===== src/rtl/baccarat_fsm.sv =====
// baccarat_fsm -- control FSM for the Baccarat table.
//
// Sequences the six card-load strobes for the card datapath, one card per
// slow_clock edge. It applies the third-card rules to the scores read back
// from the datapath, decides the winner and latches the win lights.
//
// Ports:
//   slow_clock        game clock; all state changes happen on its rising edge
//   resetb            asynchronous active-low reset
//   pscore, dscore    player / dealer hand score 0..9 (combinational from datapath)
//   pcard3            player third card raw code (0=none, 1=A, 2..10, 11..13=J/Q/K)
//   load_pcard1..3    load strobes for player cards 1..3 (Moore, from state)
//   load_dcard1..3    load strobes for dealer cards 1..3 (Moore, from state)
//   player_win_light  player wins (both lights on = tie)
//   dealer_win_light  dealer wins
//   done              hand complete; outputs frozen until reset
module baccarat_fsm (
  input  logic       slow_clock,
  input  logic       resetb,
  input  logic [3:0] pscore,
  input  logic [3:0] dscore,
  input  logic [3:0] pcard3,
  output logic       load_pcard1,
  output logic       load_pcard2,
  output logic       load_pcard3,
  output logic       load_dcard1,
  output logic       load_dcard2,
  output logic       load_dcard3,
  output logic       player_win_light,
  output logic       dealer_win_light,
  output logic       done
);

  typedef enum logic [3:0] {
    S_P1     = 4'd0,
    S_D1     = 4'd1,
    S_P2     = 4'd2,
    S_D2     = 4'd3,
    S_EVAL   = 4'd4,
    S_P3     = 4'd5,
    S_BDEC   = 4'd6,
    S_D3     = 4'd7,
    S_RESULT = 4'd8,
    S_DONE   = 4'd9
  } state_t;

  state_t     state;
  logic [3:0] third_val;
  logic       dealer_draws;

  // Face cards and tens count zero toward the banker's decision.
  always_comb begin
    third_val = (pcard3 <= 4'd9) ? pcard3 : '0;
  end

  // Banker's third-card rule, keyed on the dealer's two-card score.
  always_comb begin
    dealer_draws = 1'b0;
    case (dscore)
      4'd0, 4'd1, 4'd2: dealer_draws = 1'b1;
      4'd3:             dealer_draws = (third_val != 4'd8);
      4'd4:             dealer_draws = (third_val >= 4'd2) && (third_val <= 4'd7);
      4'd5:             dealer_draws = (third_val >= 4'd4) && (third_val <= 4'd7);
      4'd6:             dealer_draws = (third_val >= 4'd6) && (third_val <= 4'd7);
      default:          dealer_draws = 1'b0;
    endcase
  end

  always_ff @(posedge slow_clock or negedge resetb) begin
    if (!resetb) begin
      state            <= S_P1;
      player_win_light <= 1'b0;
      dealer_win_light <= 1'b0;
      done             <= 1'b0;
    end else begin
      case (state)
        S_P1: state <= S_D1;
        S_D1: state <= S_P2;
        S_P2: state <= S_D2;
        S_D2: state <= S_EVAL;
        S_EVAL: begin
          if ((pscore >= 4'd8) || (dscore >= 4'd8)) state <= S_RESULT;
          else if (pscore <= 4'd5)                  state <= S_P3;
          else if (dscore <= 4'd5)                  state <= S_D3;
          else                                      state <= S_RESULT;
        end
        S_P3:   state <= S_BDEC;
        S_BDEC: state <= dealer_draws ? S_D3 : S_RESULT;
        S_D3:   state <= S_RESULT;
        S_RESULT: begin
          // A tie sets both lights, so each light is a non-strict compare.
          player_win_light <= (pscore >= dscore);
          dealer_win_light <= (dscore >= pscore);
          done             <= 1'b1;
          state            <= S_DONE;
        end
        S_DONE:  state <= S_DONE;
        default: state <= S_P1;
      endcase
    end
  end

  always_comb begin
    load_pcard1 = 1'b0;
    load_pcard2 = 1'b0;
    load_pcard3 = 1'b0;
    load_dcard1 = 1'b0;
    load_dcard2 = 1'b0;
    load_dcard3 = 1'b0;
    case (state)
      S_P1:    load_pcard1 = 1'b1;
      S_D1:    load_dcard1 = 1'b1;
      S_P2:    load_pcard2 = 1'b1;
      S_D2:    load_dcard2 = 1'b1;
      S_P3:    load_pcard3 = 1'b1;
      S_D3:    load_dcard3 = 1'b1;
      default: ;
    endcase
  end

endmodule


===== config.mk =====
export PLATFORM = sky130hd
export DESIGN_NAME = baccarat_fsm
export DESIGN_NICKNAME = d
export VERILOG_FILES = /design/src/rtl/baccarat_fsm.sv
export SDC_FILE = /design/constraint.sdc
export NUM_CORES = 1
export LEC_CHECK = 0
export ABC_AREA = 0
export CAP_MARGIN = 10
export CELL_PAD_IN_SITES_DETAIL_PLACEMENT = 1
export CELL_PAD_IN_SITES_GLOBAL_PLACEMENT = 1
export CORE_MARGIN = 4
export CORE_UTILIZATION = 29
export DETAILED_ROUTE_END_ITERATION = 8
export PLACE_DENSITY = 0.85
export SLEW_MARGIN = 40
export SYNTH_ARGS = -nofsm -noshare
export SYNTH_HDL_FRONTEND = slang
export SYNTH_SLANG_ARGS = --single-unit

===== constraint.sdc =====
create_clock -name slow_clock -period 1.65 [get_ports slow_clock]
set_input_delay 0.165 -clock slow_clock [delete_from_list [all_inputs] [get_ports slow_clock]]
set_output_delay 0.165 -clock slow_clock [all_outputs]
set_load 0.03 [all_outputs]

==> flow_metrics.tcl, run 1 <==
set metrics [dict create \
    status "finished, final reports clean" \
    drtIter0Drc 16 \
    clk_latency_ns 0.25 \
    numCtsBuffers 3 \
    via_per_inst 5.24 \
    rows 15 \
    grt_overflow_total 0 \
    hold_path.class "in -> async" \
    placed_cells 118 \
    final_cell_mix "clkdlybuf4s50_1, buf_4, inv_1" \
    dieArea_mm2 0.00276 \
    area_delta_synth_final_pct 53.5 \
    syn_area_per_cell_um2 8.34 \
    antenna_found_initial 0 \
    port-buffer-count 22 \
    drive_gt1_frac 0.265 \
    grt_use_total 0.149 \
    vias 644 \
    finalSetupViolations 0 \
    routed_wl_mm 1.78 \
    finalHoldViolCount 0 \
    drv_cap 0 \
    finalMaxSlewViolations 0 \
    skew_ns 0.00764 \
    power_density_mw_per_mm2 1530 \
    start_kind "flip-flop" \
    ys_seq_area_frac 0.304 \
    tightest_slew_ns 0.432 \
    syn_nets 87 \
    leakage_nw 0.386 \
    cts_root_buffer "clkbuf_4" \
    cp_data_required_time_ns 1.48 \
    fillers 234 \
    peakVddDrop_mv 0.516 \
    final.setup.tns_ns 0 \
    n_antenna_cell 0 \
    crit_fanout 10 \
    cts_tree "built" \
    netlist-cell-type-count 31 \
    cts.sinks 7 \
    cp_data_arrival_time_ns 1.42 \
    dr.pass1.iters 4 \
    worstSetupPathType "reg -> out" \
    fin_crit_sh 0.959 \
    ant_nets 0 \
    mostFrequentLayoutCell "clkdlybuf4s50_1" \
    htree_levels 1 \
    ios 23 \
    post-route-drc-count 0 \
    post-dp-hpwl_mm 1.49 \
    rsz0062_at_grt "no" \
    routabilityCongestion 0.827 \
    nets 117 \
    ys_seq_elements 7 \
    stdcell_count 123 \
    die_h_um 52.6 \
    grt_start_max_net_pins 11 \
    syn-instance-count 69 \
    fin_crit_ns 1.58 \
    design.core.area_mm2 0.00180 \
    max_freq_mhz 632 \
    clk_pin_slew_ns 0.06 \
    wl_per_cell_um 14.5 \
    yosys_warnings 0 \
    slew-limit-headroom 0.705 \
    end_kind "output port" \
    cts_buffer_depth 2 \
    syn_area_um2 576 \
    die_w_um 52.6 \
    grt_pass1_vias 708 \
    start_util 0.319 \
    grt_pass1_wl_mm 3.08 \
]
==> final cells by class <==
| class | count | area (um2) | share of cell area |
|---|---|---|---|
| multi-input cells | 51 | 365 | 0.414 |
| repair buffers | 29 | 258 | 0.292 |
| flip-flops and latches | 7 | 176 | 0.200 |
| well taps | 25 | 31.3 | 0.0354 |
| clock buffers | 4 | 26.3 | 0.0297 |
| inverters | 7 | 26.3 | 0.0297 |
==> through the flow <==
step	power (mW)	worst slack [ns]	area [um2]	util	hold WS, ns
2_1_floorplan	0.854	0.0741	582	-	-0.131
3_3_place_gp	1.14	-0.0104	843	0.468	0.436
3_5_place_dp	1.17	-0.0580	843	0.468	0.447
4_1_cts	1.35	0.0473	878	0.488	0.181
5_1_grt	1.45	0.0230	883	0.490	0.192
6_report	1.35	0.0673	883	0.490	0.167
==> what timing repair did <==
action                     4_1_cts  5_1_grt
resized for setup                1        1
hold buffers                     0        0
setup endpoints to repair        1        1
buffers inserted                 1        0
==> report_power, final <==
part | switching [mW] | leakage, nW | internal, mW
Combinational | 0.480 | 0.290 | 0.389
Sequential | 0.0751 | 0.0807 | 0.251
Clock | 0.0655 | 0.0150 | 0.0925
Total | 0.621 | 0.386 | 0.732
==> cell usage after synthesis, drive strengths merged <==
library cell,instances,share of area
dfrtp,7,0.30
inv,7,0.046
nor2,7,0.050
a21oi,5,0.050
nand2,5,0.033
ha,4,0.087
nand2b,4,0.043
a31oi,3,0.033
o21ai,3,0.026
buf,2,0.022
clkbuf,2,0.013
nand4,2,0.022
nor3,2,0.017
o31ai,2,0.026
or3b,2,0.035
a2111oi,1,0.015
a221oi,1,0.026
nand3,1,0.0087
nand4b,1,0.015
nor4,1,0.011
o21ba,1,0.017
o22a,1,0.015
o311a,1,0.017
o311ai,1,0.028
or2,1,0.011
or3,1,0.011
or4b,1,0.017
==> cells by family after synthesis <==
family                   count (synthesis)  share of synthesized area
buffers and inverters                   11                     0.0804
AO/OA/AOI/OAI                           19                      0.254
AND/OR/NAND/NOR                         28                      0.274
adder cells (fa/ha/maj)                  4                     0.0870
flip-flops                               7                      0.304
==> worst max-delay path, stage by stage (launching register included) <==
cell	delay, ns
dfrtp_1	0.40
buf_4	0.18
nand2b_1	0.16
nor3_1	0.21
buf_4	0.22
==> registers in the layout, indices dropped and copies added (netlist names) <==
register,flops
state,4
player_win_light,1
done,1
dealer_win_light,1
==> metal layers <==
| metal | share of wire | wire length, um | vias to the layer above | global-route usage |
|---|---|---|---|---|
| met5 | 0 | 0 | - | 0 |
| met4 | 0 | 0 | 0 | 0.0553 |
| met3 | 0.060 | 107 | 0 | 0.0199 |
| met2 | 0.54 | 960 | 29 | 0.271 |
| met1 | 0.40 | 710 | 305 | 0.173 |
| li1 | - | - | 310 | - |
==> path summary, 6_finish.rpt <==
check	from	to	slack, ns	cells after the start
setup reg to reg	state[2]	dealer_win_light	0.16	5
min in group slow_clock	done	done	0.47	1
hold reg to reg	done	done	0.47	1
max in group asynchronous	resetb	state[0]	1.22	1
hold / removal	resetb	state[2]	0.17	1
setup / recovery	state[1]	load_dcard1	0.07	4
Power figures use the tool's default switching activity.
==> run 2: changes to the inputs <==
--- a/config.mk
+++ b/config.mk
@@ -5,14 +5,14 @@
 export SDC_FILE = /design/constraint.sdc
 export NUM_CORES = 1
 export LEC_CHECK = 0
-export ABC_AREA = 0
+export ABC_AREA = 1
 export CAP_MARGIN = 10
 export CELL_PAD_IN_SITES_DETAIL_PLACEMENT = 1
 export CELL_PAD_IN_SITES_GLOBAL_PLACEMENT = 1
 export CORE_MARGIN = 4
-export CORE_UTILIZATION = 29
+export CORE_UTILIZATION = 28
 export DETAILED_ROUTE_END_ITERATION = 8
-export PLACE_DENSITY = 0.85
+export PLACE_DENSITY = 0.86
 export SLEW_MARGIN = 40
 export SYNTH_ARGS = -nofsm -noshare
 export SYNTH_HDL_FRONTEND = slang
==> run 2 against run 1 <==
  * Cell count increased by 20%
  * Via count is 2.8% higher
  * First-iteration DRC count fell by 94%
  * Fmax is 2.7% higher
  * Worst hold slack improved by 0.010 ns
  * Flip-flop and latch count unchanged
  * Sequential share of layout area grew 0.35 points
  * Largest power group unchanged
==> flow_metrics.tcl, run 2 <==
set metrics [dict create \
    area_delta_synth_final_pct 47.3 \
    finalHoldViolCount 0 \
    synth_area_leaders "dfrtp_1, nand2_1, inv_1" \
    grt_pass1_vias 692 \
    fillers 262 \
    dr.pass1.iters 4 \
    drive_gt1_frac 0.174 \
    tightest_slew_ns 0.338 \
    grt_overflow_total 0 \
    rrSetupSlack_ns 0.44 \
    ys_seq_elements 7 \
    mostFrequentLayoutCell "nand2_1" \
    cp_data_required_time_ns 1.48 \
    wl_per_cell_um 11.5 \
    worstSetupPathType "reg -> out" \
    numCtsBuffers 3 \
    cp_data_arrival_time_ns 1.38 \
    switching_share 0.499 \
    peakVddDrop_mv 0.656 \
    skew_ns 0.000960 \
    syn_nets 112 \
    synth_flop_cell "dfrtp_1" \
    n_antenna_cell 0 \
    design.core.area_mm2 0.00198 \
    ios 23 \
    syn-instance-count 94 \
    htree_levels 1 \
    final.setup.tns_ns 0 \
    path_buf_inv 2 \
    slew-limit-headroom 0.774 \
    combPwrFrac 0.605 \
    crit_fanout 4 \
    fin_crit_sh 0.934 \
    ys_seq_area_frac 0.297 \
    cts_buffer_depth 2 \
    cts_root_buffer "clkbuf_4" \
    end_kind "output port" \
    status "finished, final reports clean" \
    dieArea_mm2 0.00290 \
    post-dp-hpwl_mm 1.49 \
    cts_tree "built" \
    p_int_uw 619 \
    grt_use_total 0.144 \
    antenna_found_initial 0 \
    ant_nets 0 \
    clkPwrFrac 0.129 \
    drtIter0Drc 1 \
    clk_pin_slew_ns 0.05 \
    yosys.area.top_type "dfrtp_1" \
    leakage_nw 0.472 \
    die_h_um 53.9 \
    regMostFlops "state" \
    die_w_um 53.9 \
    finalMaxSlewViolations 0 \
    synth_edf_count 0 \
    yosysMostFrequentCell "nand2_1" \
    syn_area_per_cell_um2 6.27 \
    port-buffer-count 22 \
    final_cell_mix "nand2_1, inv_1, clkdlybuf4s50_1" \
    slowest_delay_ns 0.42 \
    routabilityCongestion 0.786 \
    slowest_stage "dlygate4sd2_1" \
    crit_chain "inv_2 -> nand2_2 -> nor3_1 -> dlygate4sd2_1" \
    finalSetupViolations 0 \
    power_density_mw_per_mm2 1420 \
    placed_cells 144 \
    path_delay_family "buffers and inverters" \
    largest_register_ffs 4 \
    p_seq_frac 0.266 \
    hold_path.class "in -> async" \
    routed_wl_mm 1.70 \
    fin_crit_ns 1.54 \
    grt_pass1_wl_mm 2.94 \
    netlist-cell-type-count 17 \
    cts.sinks 7 \
    stdcell_count 148 \
    max_freq_mhz 649 \
    drv_cap 0 \
    nets 140 \
    async_flop_share 1.00 \
    grt_start_max_net_pins 8 \
    syn_area_um2 589 \
    start_kind "flip-flop" \
    via_per_inst 4.47 \
    yosys_warnings 0 \
    clk_latency_ns 0.25 \
    vias 662 \
    synthTopCellsByCount "nand2_1, inv_1, nor2_1" \
    rows 16 \
    post-route-drc-count 0 \
    synth_top_area_share 0.297 \
    rsz0062_at_grt "no" \
    power.switching_uw 617 \
    start_util 0.297 \
]
run 2: cells by family (layout without fill, tap and decap cells):
| group | count (synthesis) | after routing | share of synthesized area |
|---|---|---|---|
| AO/OA/AOI/OAI | 11 | 11 | 0.102 |
| buffers and inverters | 21 | 48 | 0.134 |
| flip-flops | 7 | 7 | 0.297 |
| AND/OR/NAND/NOR | 51 | 51 | 0.382 |
| adder cells (fa/ha/maj) | 4 | 4 | 0.0849 |
run 2: stage by stage:
step / util / power [mW] / setup WS [ns] / hold WS (ns) / instance area (um2)
6_report: 0.438 / 1.24 / 0.109 / 0.177 / 868
5_1_grt: 0.438 / 1.35 / 0.0116 / 0.183 / 868
4_1_cts: 0.439 / 1.25 / 0.0260 / 0.178 / 871
3_5_place_dp: 0.427 / 1.11 / -0.0459 / 0.459 / 846
3_3_place_gp: 0.427 / 1.08 / 0.0637 / 0.443 / 846
2_1_floorplan: - / 0.803 / 0.274 / -0.131 / 589
run 2: cell type report:
| type | instances | area [um2] | share of cell area |
|---|---|---|---|
| repair buffers | 23 | 213 | 0.245 |
| well taps | 27 | 33.8 | 0.0389 |
| multi-input cells | 66 | 340 | 0.392 |
| inverters | 21 | 78.8 | 0.0908 |
| clock buffers | 4 | 26.3 | 0.0303 |
| flip-flops and latches | 7 | 176 | 0.203 |
run 2: layer usage:
metal / wire, um / global-route usage / part of all wire / vias to the layer above
li1: - / - / - / 345
met2: 885 / 0.256 / 0.52 / 13
met5: 0 / 0 / 0 / -
met3: 99 / 0.0609 / 0.058 / 4
met1: 689 / 0.151 / 0.41 / 300
met4: 22 / 0.0426 / 0.013 / 0
run 2: worst paths after layout:
path / start / to / depth (start not counted)
hold / removal: resetb / player_win_light / 1
hold reg to reg: done / done / 2
setup / recovery: state[2] / load_pcard1 / 4
max in group asynchronous: resetb / state[0] / 1
min in group slow_clock: done / done / 2
setup reg to reg: state[3] / state[0] / 6
run 2: repair_timing:
action                     CTS  global route
setup endpoints to repair    4             4
resized for setup            7             6
setup buffers                0             0
hold buffers                 0             0
hold endpoints to repair     0             0
gates cloned                 0             0
run 2: worst reg2reg max path, stage by stage, from the launching register on:
cell and delay [ns]:
dfrtp_1 0.38, buf_4 0.15, nor2_2 0.16, nand2_2 0.09, nor2_1 0.12, nand3_1 0.14, nand2_1 0.10
run 2: power by group through the flow:
stage,Sequential [mW],Clock [mW],Combinational [mW]
floorplan,0.380,0,0.424
global placement,0.314,0,0.766
detailed placement,0.326,0,0.784
CTS,0.322,0.169,0.763
global route,0.341,0.183,0.829
finish,0.329,0.159,0.748
==> run 3: changes to the inputs <==
==> constraint.sdc (replaced) <==
create_clock -name slow_clock -period 1.66 [get_ports slow_clock]
set_input_delay 0.166 -clock slow_clock [delete_from_list [all_inputs] [get_ports slow_clock]]
set_output_delay 0.166 -clock slow_clock [all_outputs]
set_load 0.03 [all_outputs]
==> run 3 against run 2 <==
  * Setup slack better by 0.081 ns
  * First-iteration DRC count grew to 4.0 times the previous value
  * Non-clock buffer count stayed put
  * Clock power hardly changed
==> flow_metrics.tcl, run 3 (synthesized netlist as in run 2, its figures left out) <==
set metrics [dict create \
    crit_fanout 5 \
    slew-limit-headroom 0.794 \
    cp_data_required_time_ns 1.49 \
    rr_startpoint "state[0]" \
    switching_share 0.507 \
    start_util 0.297 \
    cp_data_arrival_time_ns 1.30 \
    rrSetupSlack_ns 0.37 \
    stdcell_count 148 \
    mostFrequentLayoutCell "nand2_1" \
    peakVddDrop_mv 0.532 \
    finalSetupViolations 0 \
    crit_chain "nor2_2 -> nand2_1 -> nor2_1 -> buf_4" \
    cts.sinks 7 \
    cts_buffer_depth 2 \
    via_per_inst 4.56 \
    fin_crit_ns 1.47 \
    htree_levels 1 \
    numCtsBuffers 3 \
    area_delta_synth_final_pct 44.2 \
    design.core.area_mm2 0.00198 \
    grt_pass1_vias 693 \
    tightest_slew_ns 0.308 \
    clk_pin_slew_ns 0.05 \
    cts_root_buffer "clkbuf_4" \
    final_cell_mix "nand2_1, inv_1, clkdlybuf4s50_1" \
    antenna_found_initial 0 \
    skew_ns 0.00181 \
    finalMaxSlewViolations 0 \
    hold_path.class "in -> async" \
    routed_wl_mm 1.75 \
    ios 23 \
    status "finished, final reports clean" \
    wl_per_cell_um 11.8 \
    design_area_um2 850 \
    dr.pass1.iters 4 \
    post-cts-setup-buffer-count 0 \
    max_freq_mhz 680 \
    grt_use_total 0.141 \
    nets 140 \
    die_w_um 53.9 \
    grt_pass1_wl_mm 2.97 \
    end_kind "output port" \
    fin_crit_sh 0.886 \
    rsz0062_at_grt "no" \
    p_seq_frac 0.264 \
    grt_overflow_total 0 \
    combPwrFrac 0.605 \
    r2r_cells 5 \
    ant_nets 0 \
    clk_latency_ns 0.26 \
    post-route-drc-count 0 \
    power.switching_uw 622 \
    drv_cap 0 \
    clkPwrFrac 0.131 \
    drive_gt1_frac 0.157 \
    die_h_um 53.9 \
    timing.hold.ws_ns 0.161 \
    seqCellArea_um2 175 \
    dieArea_mm2 0.00290 \
    worstSetupPathType "reg -> out" \
    post-dp-hpwl_mm 1.53 \
    leakage_nw 0.469 \
    place_area_um2 848 \
    multi_input_area_um2 335 \
    start_kind "flip-flop" \
    p_int_uw 605 \
    port-buffer-count 22 \
    grt_start_max_net_pins 8 \
    placed_cells 144 \
    r2r_end "player_win_light" \
    routabilityCongestion 0.815 \
    final.setup.tns_ns 0 \
    cts_tree "built" \
    vias 675 \
    largest_register_ffs 4 \
    rows 16 \
    finalHoldViolCount 0 \
    slowest_delay_ns 0.43 \
    drtIter0Drc 4 \
    fillers 274 \
    regMostFlops "state" \
    finalPower_mw 1.23 \
    slowest_stage "dfrtp_1" \
    n_antenna_cell 0 \
    power_density_mw_per_mm2 1440 \
]
## run 3: cell types whose count changed in the layout (fill, tap and decap cells not counted)
cell / previous run / this run
nor2_1: 13 / 14
nand2_2: 2 / 1
nor2_2: 3 / 2
clkdlybuf4s15_2: 1 / 0
dfrtp_1: 6 / 7
buf_4: 3 / 2
nand2_1: 23 / 24
clkbuf_2: 2 / 5
dlygate4sd2_1: 1 / 0
dfrtp_2: 1 / 0
## run 3: power by group through the flow
| stage | sequential [mW] | clock (mW) | combinational [mW] |
|---|---|---|---|
| 3_5_place_dp | 0.323 | 0 | 0.793 |
| 3_3_place_gp | 0.318 | 0 | 0.771 |
| 4_1_cts | 0.322 | 0.164 | 0.760 |
| 5_1_grt | 0.333 | 0.174 | 0.814 |
| 2_1_floorplan | 0.377 | 0 | 0.421 |
| 6_report | 0.324 | 0.161 | 0.742 |
## run 3: how the worst max path moves through the flow
stage               startpoint     endpoint  slack [ns]
global route          state[3]  load_dcard3        0.09
floorplan             state[3]  load_pcard1        0.28
global placement      state[1]  load_dcard2        0.02
finish                state[3]  load_dcard3        0.19
CTS                   state[1]  load_dcard2        0.01
detailed placement    state[1]  load_dcard2       0.003
## run 3: what timing repair did
| action | 4_1_cts | 5_1_grt |
|---|---|---|
| setup endpoints to repair | 5 | 5 |
| hold buffers | 0 | 0 |
| hold endpoints to repair | 0 | 0 |
| gates resized for setup | 5 | 11 |
## run 3: cell type report
cell class / count / area share
clock buffers: 4 / 0.0309
repair buffers: 23 / 0.236
well taps: 27 / 0.0398
flip-flops and latches: 7 / 0.206
inverters: 21 / 0.0928
multi-input cells: 66 / 0.395
## run 3: stage by stage
step                      setup slack [ns]   util
after floorplan                      0.283      -
after global placement              0.0201  0.428
after detailed placement           0.00253  0.428
after CTS                           0.0102  0.438
after global routing                0.0910  0.429
final                                0.190  0.429
## run 3: critical path: cells and delay by family (launching register included)
| family | cells | cell delay (ns) |
|---|---|---|
| AND/OR/NAND/NOR | 3 | 0.43 |
| flip-flops | 1 | 0.43 |
| buffers and inverters | 1 | 0.18 |
## run 3: per-layer routing
metal	GRT usage	share of wire
met1	0.160	0.43
met2	0.260	0.53
met3	0.0499	0.044
met4	0.0128	0
met5	0	0
